### src/rtl/zap_wb_merger_pkg.sv
// Wishbone cycle-type constants and the request bundle that the merger registers
// onto the external bus.
package zap_wb_merger_pkg;

    localparam logic [2:0] CTI_CLASSIC = 3'b000;
    localparam logic [2:0] CTI_BURST   = 3'b010;
    localparam logic [2:0] CTI_EOB     = 3'b111;

    typedef struct packed {
        logic        stb;
        logic        cyc;
        logic        wen;
        logic [3:0]  sel;
        logic [31:0] dat;
        logic [31:0] adr;
        logic [2:0]  cti;
    } wb_req_t;

    // Quiet bus: no strobe, no cycle, classic cycle type.
    function automatic wb_req_t wb_idle();
        wb_req_t r;
        r     = '0;
        r.cti = CTI_CLASSIC;
        return r;
    endfunction

endpackage

### src/rtl/zap_wb_merger_if.sv
// Bus bundle between the code/data caches, the merger and the external Wishbone slave.
interface zap_wb_merger_if;

    logic        i_c_wb_stb;
    logic        i_c_wb_cyc;
    logic        i_c_wb_wen;
    logic [3:0]  i_c_wb_sel;
    logic [31:0] i_c_wb_dat;
    logic [31:0] i_c_wb_adr;
    logic [2:0]  i_c_wb_cti;
    logic        o_c_wb_ack;

    logic        i_d_wb_stb;
    logic        i_d_wb_cyc;
    logic        i_d_wb_wen;
    logic [3:0]  i_d_wb_sel;
    logic [31:0] i_d_wb_dat;
    logic [31:0] i_d_wb_adr;
    logic [2:0]  i_d_wb_cti;
    logic        o_d_wb_ack;

    logic        o_wb_stb;
    logic        o_wb_cyc;
    logic        o_wb_wen;
    logic [3:0]  o_wb_sel;
    logic [31:0] o_wb_dat;
    logic [31:0] o_wb_adr;
    logic [2:0]  o_wb_cti;
    logic        i_wb_ack;
    logic [31:0] i_wb_dat;
    logic [31:0] o_wb_dat_rd;

    // The merger's own view.
    modport slave (
        input  i_c_wb_stb, i_c_wb_cyc, i_c_wb_wen, i_c_wb_sel, i_c_wb_dat, i_c_wb_adr, i_c_wb_cti,
        output o_c_wb_ack,
        input  i_d_wb_stb, i_d_wb_cyc, i_d_wb_wen, i_d_wb_sel, i_d_wb_dat, i_d_wb_adr, i_d_wb_cti,
        output o_d_wb_ack,
        output o_wb_stb, o_wb_cyc, o_wb_wen, o_wb_sel, o_wb_dat, o_wb_adr, o_wb_cti,
        input  i_wb_ack, i_wb_dat,
        output o_wb_dat_rd
    );

    // The surrounding caches and external slave.
    modport master (
        output i_c_wb_stb, i_c_wb_cyc, i_c_wb_wen, i_c_wb_sel, i_c_wb_dat, i_c_wb_adr, i_c_wb_cti,
        input  o_c_wb_ack,
        output i_d_wb_stb, i_d_wb_cyc, i_d_wb_wen, i_d_wb_sel, i_d_wb_dat, i_d_wb_adr, i_d_wb_cti,
        input  o_d_wb_ack,
        input  o_wb_stb, o_wb_cyc, o_wb_wen, o_wb_sel, o_wb_dat, o_wb_adr, o_wb_cti,
        output i_wb_ack, i_wb_dat,
        input  o_wb_dat_rd
    );

endinterface

### src/rtl/zap_wb_merger.sv
// Two-master Wishbone arbiter: grants the code or data cache and registers the
// winner's next-cycle signals onto the single external bus.
module zap_wb_merger
    import zap_wb_merger_pkg::*;
#(
    parameter bit DATA_PRIORITY = 1'b1
)(
    input logic            i_clk,
    input logic            i_reset,
    zap_wb_merger_if.slave bus
);

    typedef enum logic { SEL_CODE = 1'b0, SEL_DATA = 1'b1 } sel_e;

    sel_e    state_q, state_d;
    wb_req_t wb_q, wb_d;
    wb_req_t c_req, d_req;
    logic    switch_pt;
    logic    own_cyc;
    logic    peer_cyc;

    assign c_req = '{stb: bus.i_c_wb_stb, cyc: bus.i_c_wb_cyc, wen: bus.i_c_wb_wen,
                     sel: bus.i_c_wb_sel, dat: bus.i_c_wb_dat, adr: bus.i_c_wb_adr,
                     cti: bus.i_c_wb_cti};
    assign d_req = '{stb: bus.i_d_wb_stb, cyc: bus.i_d_wb_cyc, wen: bus.i_d_wb_wen,
                     sel: bus.i_d_wb_sel, dat: bus.i_d_wb_dat, adr: bus.i_d_wb_adr,
                     cti: bus.i_d_wb_cti};

    always_ff @(posedge i_clk) begin
        if (i_reset) begin
            state_q <= SEL_CODE;
            wb_q    <= wb_idle();
        end else begin
            state_q <= state_d;
            wb_q    <= wb_d;
        end
    end

    // Grant may only move when the bus is free or the current beat is being acknowledged;
    // a master holding cyc keeps the grant, which keeps bursts intact.
    always_comb begin
        state_d   = state_q;
        switch_pt = !wb_q.stb || (wb_q.stb && bus.i_wb_ack);
        own_cyc   = (state_q == SEL_DATA) ? d_req.cyc : c_req.cyc;
        peer_cyc  = (state_q == SEL_DATA) ? c_req.cyc : d_req.cyc;
        if (switch_pt) begin
            if (c_req.cyc && d_req.cyc && !wb_q.cyc) begin
                state_d = DATA_PRIORITY ? SEL_DATA : SEL_CODE;
            end else if (!own_cyc && peer_cyc) begin
                state_d = (state_q == SEL_DATA) ? SEL_CODE : SEL_DATA;
            end
        end
    end

    // ACK follows the grant that owns the beat on the bus, not the upcoming one.
    always_comb begin
        wb_d           = (state_d == SEL_DATA) ? d_req : c_req;
        bus.o_c_wb_ack = bus.i_wb_ack && (state_q == SEL_CODE);
        bus.o_d_wb_ack = bus.i_wb_ack && (state_q == SEL_DATA);
    end

    assign bus.o_wb_stb    = wb_q.stb;
    assign bus.o_wb_cyc    = wb_q.cyc;
    assign bus.o_wb_wen    = wb_q.wen;
    assign bus.o_wb_sel    = wb_q.sel;
    assign bus.o_wb_dat    = wb_q.dat;
    assign bus.o_wb_adr    = wb_q.adr;
    assign bus.o_wb_cti    = wb_q.cti;
    assign bus.o_wb_dat_rd = bus.i_wb_dat;

endmodule

### src/flat_wrapper.sv
// flat-port wrapper written by rule: the top's interface ports become plain ports
module zap_wb_merger_flat import zap_wb_merger_pkg::*;
#(
    parameter bit DATA_PRIORITY = 1'b1
)
  (i_clk, i_reset, bus_i_c_wb_stb, bus_i_c_wb_cyc, bus_i_c_wb_wen, bus_i_c_wb_sel, bus_i_c_wb_dat, bus_i_c_wb_adr, bus_i_c_wb_cti, bus_o_c_wb_ack, bus_i_d_wb_stb, bus_i_d_wb_cyc, bus_i_d_wb_wen, bus_i_d_wb_sel, bus_i_d_wb_dat, bus_i_d_wb_adr, bus_i_d_wb_cti, bus_o_d_wb_ack, bus_o_wb_stb, bus_o_wb_cyc, bus_o_wb_wen, bus_o_wb_sel, bus_o_wb_dat, bus_o_wb_adr, bus_o_wb_cti, bus_i_wb_ack, bus_i_wb_dat, bus_o_wb_dat_rd);
  zap_wb_merger_if bus_i ();
  input logic i_clk;
  input logic i_reset;
  input wire logic [$bits(bus_i.i_c_wb_stb)-1:0] bus_i_c_wb_stb;
  input wire logic [$bits(bus_i.i_c_wb_cyc)-1:0] bus_i_c_wb_cyc;
  input wire logic [$bits(bus_i.i_c_wb_wen)-1:0] bus_i_c_wb_wen;
  input wire logic [$bits(bus_i.i_c_wb_sel)-1:0] bus_i_c_wb_sel;
  input wire logic [$bits(bus_i.i_c_wb_dat)-1:0] bus_i_c_wb_dat;
  input wire logic [$bits(bus_i.i_c_wb_adr)-1:0] bus_i_c_wb_adr;
  input wire logic [$bits(bus_i.i_c_wb_cti)-1:0] bus_i_c_wb_cti;
  output wire logic [$bits(bus_i.o_c_wb_ack)-1:0] bus_o_c_wb_ack;
  input wire logic [$bits(bus_i.i_d_wb_stb)-1:0] bus_i_d_wb_stb;
  input wire logic [$bits(bus_i.i_d_wb_cyc)-1:0] bus_i_d_wb_cyc;
  input wire logic [$bits(bus_i.i_d_wb_wen)-1:0] bus_i_d_wb_wen;
  input wire logic [$bits(bus_i.i_d_wb_sel)-1:0] bus_i_d_wb_sel;
  input wire logic [$bits(bus_i.i_d_wb_dat)-1:0] bus_i_d_wb_dat;
  input wire logic [$bits(bus_i.i_d_wb_adr)-1:0] bus_i_d_wb_adr;
  input wire logic [$bits(bus_i.i_d_wb_cti)-1:0] bus_i_d_wb_cti;
  output wire logic [$bits(bus_i.o_d_wb_ack)-1:0] bus_o_d_wb_ack;
  output wire logic [$bits(bus_i.o_wb_stb)-1:0] bus_o_wb_stb;
  output wire logic [$bits(bus_i.o_wb_cyc)-1:0] bus_o_wb_cyc;
  output wire logic [$bits(bus_i.o_wb_wen)-1:0] bus_o_wb_wen;
  output wire logic [$bits(bus_i.o_wb_sel)-1:0] bus_o_wb_sel;
  output wire logic [$bits(bus_i.o_wb_dat)-1:0] bus_o_wb_dat;
  output wire logic [$bits(bus_i.o_wb_adr)-1:0] bus_o_wb_adr;
  output wire logic [$bits(bus_i.o_wb_cti)-1:0] bus_o_wb_cti;
  input wire logic [$bits(bus_i.i_wb_ack)-1:0] bus_i_wb_ack;
  input wire logic [$bits(bus_i.i_wb_dat)-1:0] bus_i_wb_dat;
  output wire logic [$bits(bus_i.o_wb_dat_rd)-1:0] bus_o_wb_dat_rd;
  assign bus_i.i_c_wb_stb = bus_i_c_wb_stb;
  assign bus_i.i_c_wb_cyc = bus_i_c_wb_cyc;
  assign bus_i.i_c_wb_wen = bus_i_c_wb_wen;
  assign bus_i.i_c_wb_sel = bus_i_c_wb_sel;
  assign bus_i.i_c_wb_dat = bus_i_c_wb_dat;
  assign bus_i.i_c_wb_adr = bus_i_c_wb_adr;
  assign bus_i.i_c_wb_cti = bus_i_c_wb_cti;
  assign bus_o_c_wb_ack = bus_i.o_c_wb_ack;
  assign bus_i.i_d_wb_stb = bus_i_d_wb_stb;
  assign bus_i.i_d_wb_cyc = bus_i_d_wb_cyc;
  assign bus_i.i_d_wb_wen = bus_i_d_wb_wen;
  assign bus_i.i_d_wb_sel = bus_i_d_wb_sel;
  assign bus_i.i_d_wb_dat = bus_i_d_wb_dat;
  assign bus_i.i_d_wb_adr = bus_i_d_wb_adr;
  assign bus_i.i_d_wb_cti = bus_i_d_wb_cti;
  assign bus_o_d_wb_ack = bus_i.o_d_wb_ack;
  assign bus_o_wb_stb = bus_i.o_wb_stb;
  assign bus_o_wb_cyc = bus_i.o_wb_cyc;
  assign bus_o_wb_wen = bus_i.o_wb_wen;
  assign bus_o_wb_sel = bus_i.o_wb_sel;
  assign bus_o_wb_dat = bus_i.o_wb_dat;
  assign bus_o_wb_adr = bus_i.o_wb_adr;
  assign bus_o_wb_cti = bus_i.o_wb_cti;
  assign bus_i.i_wb_ack = bus_i_wb_ack;
  assign bus_i.i_wb_dat = bus_i_wb_dat;
  assign bus_o_wb_dat_rd = bus_i.o_wb_dat_rd;
  zap_wb_merger #(.DATA_PRIORITY(DATA_PRIORITY)) u_core (.i_clk(i_clk), .i_reset(i_reset), .bus(bus_i));
endmodule
### config.mk
export PLATFORM = sky130hd
export DESIGN_NAME = zap_wb_merger_flat
export DESIGN_NICKNAME = d
export VERILOG_FILES = /design/src/rtl/zap_wb_merger_pkg.sv /design/src/rtl/zap_wb_merger_if.sv /design/src/rtl/zap_wb_merger.sv /design/src/flat_wrapper.sv
export SDC_FILE = /design/constraint.sdc
export NUM_CORES = 1
export LEC_CHECK = 0
export ABC_AREA = 1
export BUFFER_PORTS_ARGS = -buffer_cell sky130_fd_sc_hd__clkbuf_2
export CAP_MARGIN = 20
export CORE_AREA = 3 3 111 113
export DETAILED_ROUTE_END_ITERATION = 10
export DIE_AREA = 0 0 114 116
export PLACE_DENSITY = 0.72
export SLEW_MARGIN = 15
export SYNTH_ARGS = -nofsm -noshare
export SYNTH_HDL_FRONTEND = slang
export SYNTH_SLANG_ARGS = --single-unit
### constraint.sdc
create_clock -name i_clk -period 2.45 [get_ports i_clk]
set_clock_uncertainty 0.1 [all_clocks]
set_input_delay 0.245 -clock i_clk [delete_from_list [all_inputs] [get_ports i_clk]]
set_output_delay 0.245 -clock i_clk [all_outputs]
set_load 0.02 [all_outputs]
# ---- Word-level counts from Yosys, hierarchy flattened
# Cells that the tools add are included.
dict set report totals {
  register_bits 75
  input_bits 183
  output_inout_bits 108
  elab_cells 26
}
dict set report op_classes {
  muxes 7
  n_bitwise 1
  n_reduce_logical 10
}
# cell n
set ops {}
lappend ops {{74-bit 2-to-1 mux} 1}
lappend ops {{1-bit logical AND} 6}
lappend ops {{1-bit 2-to-1 mux} 6}
lappend ops {{1-bit zero test} 3}
lappend ops {{1-bit logical OR} 1}
lappend ops {{1-bit NOT} 1}

# ---- Logic depth before layout (Yosys ltp)
dict set report depth {
  ltp_word 7
  depth_mapped 10
  depth_no_buf 8
}

# ---- Worst setup path before layout
# Ideal clock, no wire load.
dict set report synth_path {
  kind {reg-to-reg}
  from {register u_core.wb_q, in the netlist u_core.bus.o_wb_stb}
  to {register u_core.wb_q, in the netlist u_core.bus.o_wb_adr[10]}
  setup_ns 0.113
  arrival_time_ns 1.105
  t_required_ns 2.237
  slack_ns 1.133
  path_stages_with_launch 8
  path_buffers 2
  synth_period_minus_slack_ns 1.317
  cell_sequence {dfxtp_1 nand2_1 nand3_1 nand2_2 buf_4 buf_4 nor2_1 nor2_1}
}
dict set report synth_via {
  elab_chain_len 4
  elab_cells_between_ends 5
  cone_classes {2 x mux; 3 x reduce/logical}
}
# item line_no
set synth_lines {}
lappend synth_lines {{start, declared} zap_wb_merger.sv:16} ;# wb_req_t wb_q, wb_d;
lappend synth_lines {{start signal, assigned} zap_wb_merger.sv:32} ;# wb_q <= wb_idle();
lappend synth_lines {{start signal, assigned} zap_wb_merger.sv:35} ;# wb_q <= wb_d;
lappend synth_lines {{1-bit zero test or 1-bit logical AND (tied branches)} zap_wb_merger.sv:43} ;# switch_pt = !wb_q.stb || (wb_q.stb && bus.i_wb_ack);
lappend synth_lines {{1-bit logical OR (*)} zap_wb_merger.sv:43}
lappend synth_lines {{1-bit 2-to-1 mux (*)} zap_wb_merger.sv:46} ;# if (switch_pt) begin
lappend synth_lines {{74-bit 2-to-1 mux (*)} zap_wb_merger.sv:57} ;# wb_d = (state_d == SEL_DATA) ? d_req : c_req;
# Every way passes the cells marked *; elsewhere a longest branch is shown, timed or not.
# A chain may end at the register's enable or synchronous reset.

==> impl_results.md <==
- Total Die Area: 13200 um2
- Largest net degree at the start of global routing: 88
- Crit-path slowest cell: dlygate4sd3_1
- Crit-path cells: dlygate4sd3_1 > clkbuf_2 > inv_2 > buf_4 > nand2_1 > nor2_1
- CP Launch Type: input pin
- Leak pwr: 0.00292 uW
- Period minus WS final: between 1500 and 2000 ps
- Post-synth top area cell: dfxtp_1
- DRC Markers: 0
- Share of the synthesized area in the top cell type: 0.448
- Diodes inserted: 0
- Ys Warns: 0
- Actual slew at the worst max-slew pin: 529 ps
- Ports: 291
- Cells after Synth: 516
- Post-Layout Inst Area: 4620 um2
- Relative slew slack: 0.647
- Async S/R FF share, synth: 0
- Initial antenna violation count: 0
- Post-DP HPWL: 7390 um
- Max cap viols: 0
- TNS Setup: 0 ps
- Initial core utilization: 0.294
- Final setup fails: 0
- Pwr dens: 745 nW/um2
- Core Rows: 39
- #FFs+latches synth: 75
- Top_reg_cell synth: dfxtp_1
- Vias: 3319
- Most common cell in the netlist: nand2_1
- Layout Nets: between 800 and 900
- Die Y-Extent: 116 um
- Synth unique cells: 11
- Critical path arrival: 1840 ps
- Fmax: 598 MHz
- Root Buffer: clkbuf_16
- Reg2reg end: u_core.bus.o_wb_adr[3]$_SDFF_PP0_
- WHS Endpoint: u_core.bus.o_wb_dat[26]$_SDFF_PP0_
- Final worst-path cycle share: 0.683
- Register share of total power: 0.402
- Maximum vdd drop: 0.390 mV
- Part of the Yosys area used for sequential elements: 0.448
- CTS HTree Levels: 3
- Hold Path Class: input pin to register
- Placed Area: around 4300 um2
- Max Root-Sink Buffers: 2
- Synth area leaders: dfxtp_1, nand2_1, nor2_1
- Hold Startpoint: bus_i_d_wb_dat[26]
- Die W: 114 um
- WHS: 34.3 ps
- PostCTS Resize Cnt: 0
- Port Buffers: 226
- Setup Fix Bufs, Post-CTS: 0
- Switching share of total power: 0.293
- Reg clk slew, reported paths: 60 ps
- TritonCTS clock tree: done
- Synth-to-Final Area Change: 37.9%
- Clock sinks: 75
- Clk network pwr share: 0.372
- Hold path cells: 3
- Fin. Hold Viols: 0
- Comb power frac: 0.226
- RePlAce Congestion: 0.824
- CP max stage delay: roughly 530 ps
- RSZ-0062 raised after global routing: false
- Reg-to-reg slack, setup: 1050 ps
- Crit end category: register
- Antenna Nets Post-Route: 0
- Final Slew Violations: 0
- R2R cell count: 7
- GRT Overall Usage: 0.133
- Vias in the first global route: ~2800
- Req. time, crit path: 2610 ps
- Syn Nets: 699
- CTS Hold Buffers Added: 1
- Final wirelength: 9470 um
- Commonest cells in the synthesized netlist: nand2_1, nor2_1, inv_1, dfxtp_1, buf_4
- Syn_area_per_cell: roughly 6.5 um2
- Type of the worst setup path: input pin to register
- Fillcell total: 1221
- Net Switching: a little over 1000 uW
- Status: completed
- Number of synthesized flops with an enable pin: 0
- Worst-path maximum fanout: 30
- Inserted Clock Buffers: 9
- Core ar.: roughly 11000 um2
- Drt via density: 3.90
- First-pass GRT wire length: 13700 um
- Worst-Skew Late Latency: 330 ps
- Internal: 2440 uW
- Layout cells sized above 1: 0.349
- GRT overflow: 0
- DR WL/cell: 11.1 um
- TritonRoute pass-1 iters: 4
- Synthesized area: 3350 um2
- DR iter-0 viols: 178
-- layout by cell type (no fill, tap or decap) --
cell type      netlist  final
inv_1               78     77
buf_4               40      2
inv_2                1      2
clkbuf_2             0    226
dlygate4sd3_1        0      1
buf_12               0      2
nor2_1             150    150
clkinv_2             0      1
nand3_1              1      1
clkbuf_16            0      9
dfxtp_1             75     75
clkbuf_1             7      2
nand2_4              0      1
clkbuf_8             0      4
nand2_1            154    154
-- logic make-up (layout without fill, tap and decap cells) --
| group | count (synthesis) | after routing | share of synthesized area |
|---|---|---|---|
| AND/OR/NAND/NOR | 306 | 306 | 0.344 |
| flip-flops | 75 | 75 | 0.448 |
| buffers and inverters | 135 | 326 | 0.209 |
-- final cells by class --
type,count,area [um2],area share
sequential,75,1500,0.325
timing repair buffer,231,1200,0.259
multi-input combinational,306,1160,0.250
inverter,79,297,0.0641
clock buffer,15,288,0.0622
tap,143,179,0.0387
clock inverter,1,5.00,0.00108
-- power by group through the flow --
stage	clock, uW	sequential (uW)	combinational, uW
5_1_grt	1390	1400	872
3_5_place_dp	0	1410	786
3_3_place_gp	0	1410	780
6_report	1280	1390	780
2_1_floorplan	0	1570	423
4_1_cts	1330	1390	789
-- registers in the layout (all words and copies together), names as in the netlist, named ones only --
register             count
u_core.bus.o_wb_cti      3
u_core.bus.o_wb_wen      1
u_core.bus.o_wb_dat     32
u_core.bus.o_wb_adr     32
u_core.bus.o_wb_cyc      1
u_core.bus.o_wb_sel      4
u_core.bus.o_wb_stb      1
-- critical path: cells and delay by family --
kind / cells / cell delay (ps)
buffers and inverters: 4 / 1400
and+or+nand+nor: 2 / 180
-- stage by stage --
stage / setup WS (ps) / power [uW] / std cells / utilization
4_1_cts: 732 / 3500 / 850 / 0.405
3_5_place_dp: 926 / 2200 / 833 / 0.378
5_1_grt: 640 / 3660 / 850 / 0.405
2_1_floorplan: 1130 / 2000 / 516 / -
6_report: 778 / 3450 / 850 / 0.405
3_3_place_gp: 938 / 2190 / 833 / 0.378
-- worst max-delay path by stage --
stage / slack, ps / cells after the start / endpoint / start
after floorplan: 1130 / 7 / u_core.bus.o_wb_adr[10]$_SDFF_PP0_ / u_core.bus.o_wb_stb$_SDFF_PP0_
after global placement: 940 / 5 / u_core.bus.o_wb_adr[11]$_SDFF_PP0_ / i_reset
after detailed placement: 930 / 5 / u_core.bus.o_wb_adr[14]$_SDFF_PP0_ / i_reset
after CTS: 730 / 6 / u_core.bus.o_wb_adr[4]$_SDFF_PP0_ / i_reset
after global routing: 640 / 6 / u_core.bus.o_wb_adr[22]$_SDFF_PP0_ / i_reset
final: 780 / 6 / u_core.bus.o_wb_adr[12]$_SDFF_PP0_ / i_reset
-- per-layer routing --
layer  global-route usage  wire, um
met1                0.140      3410
met2                0.232      4860
met3               0.0360       831
met4               0.0871       360
met5                    0         0
No activity file was read; power rests on OpenSTA's default activity.
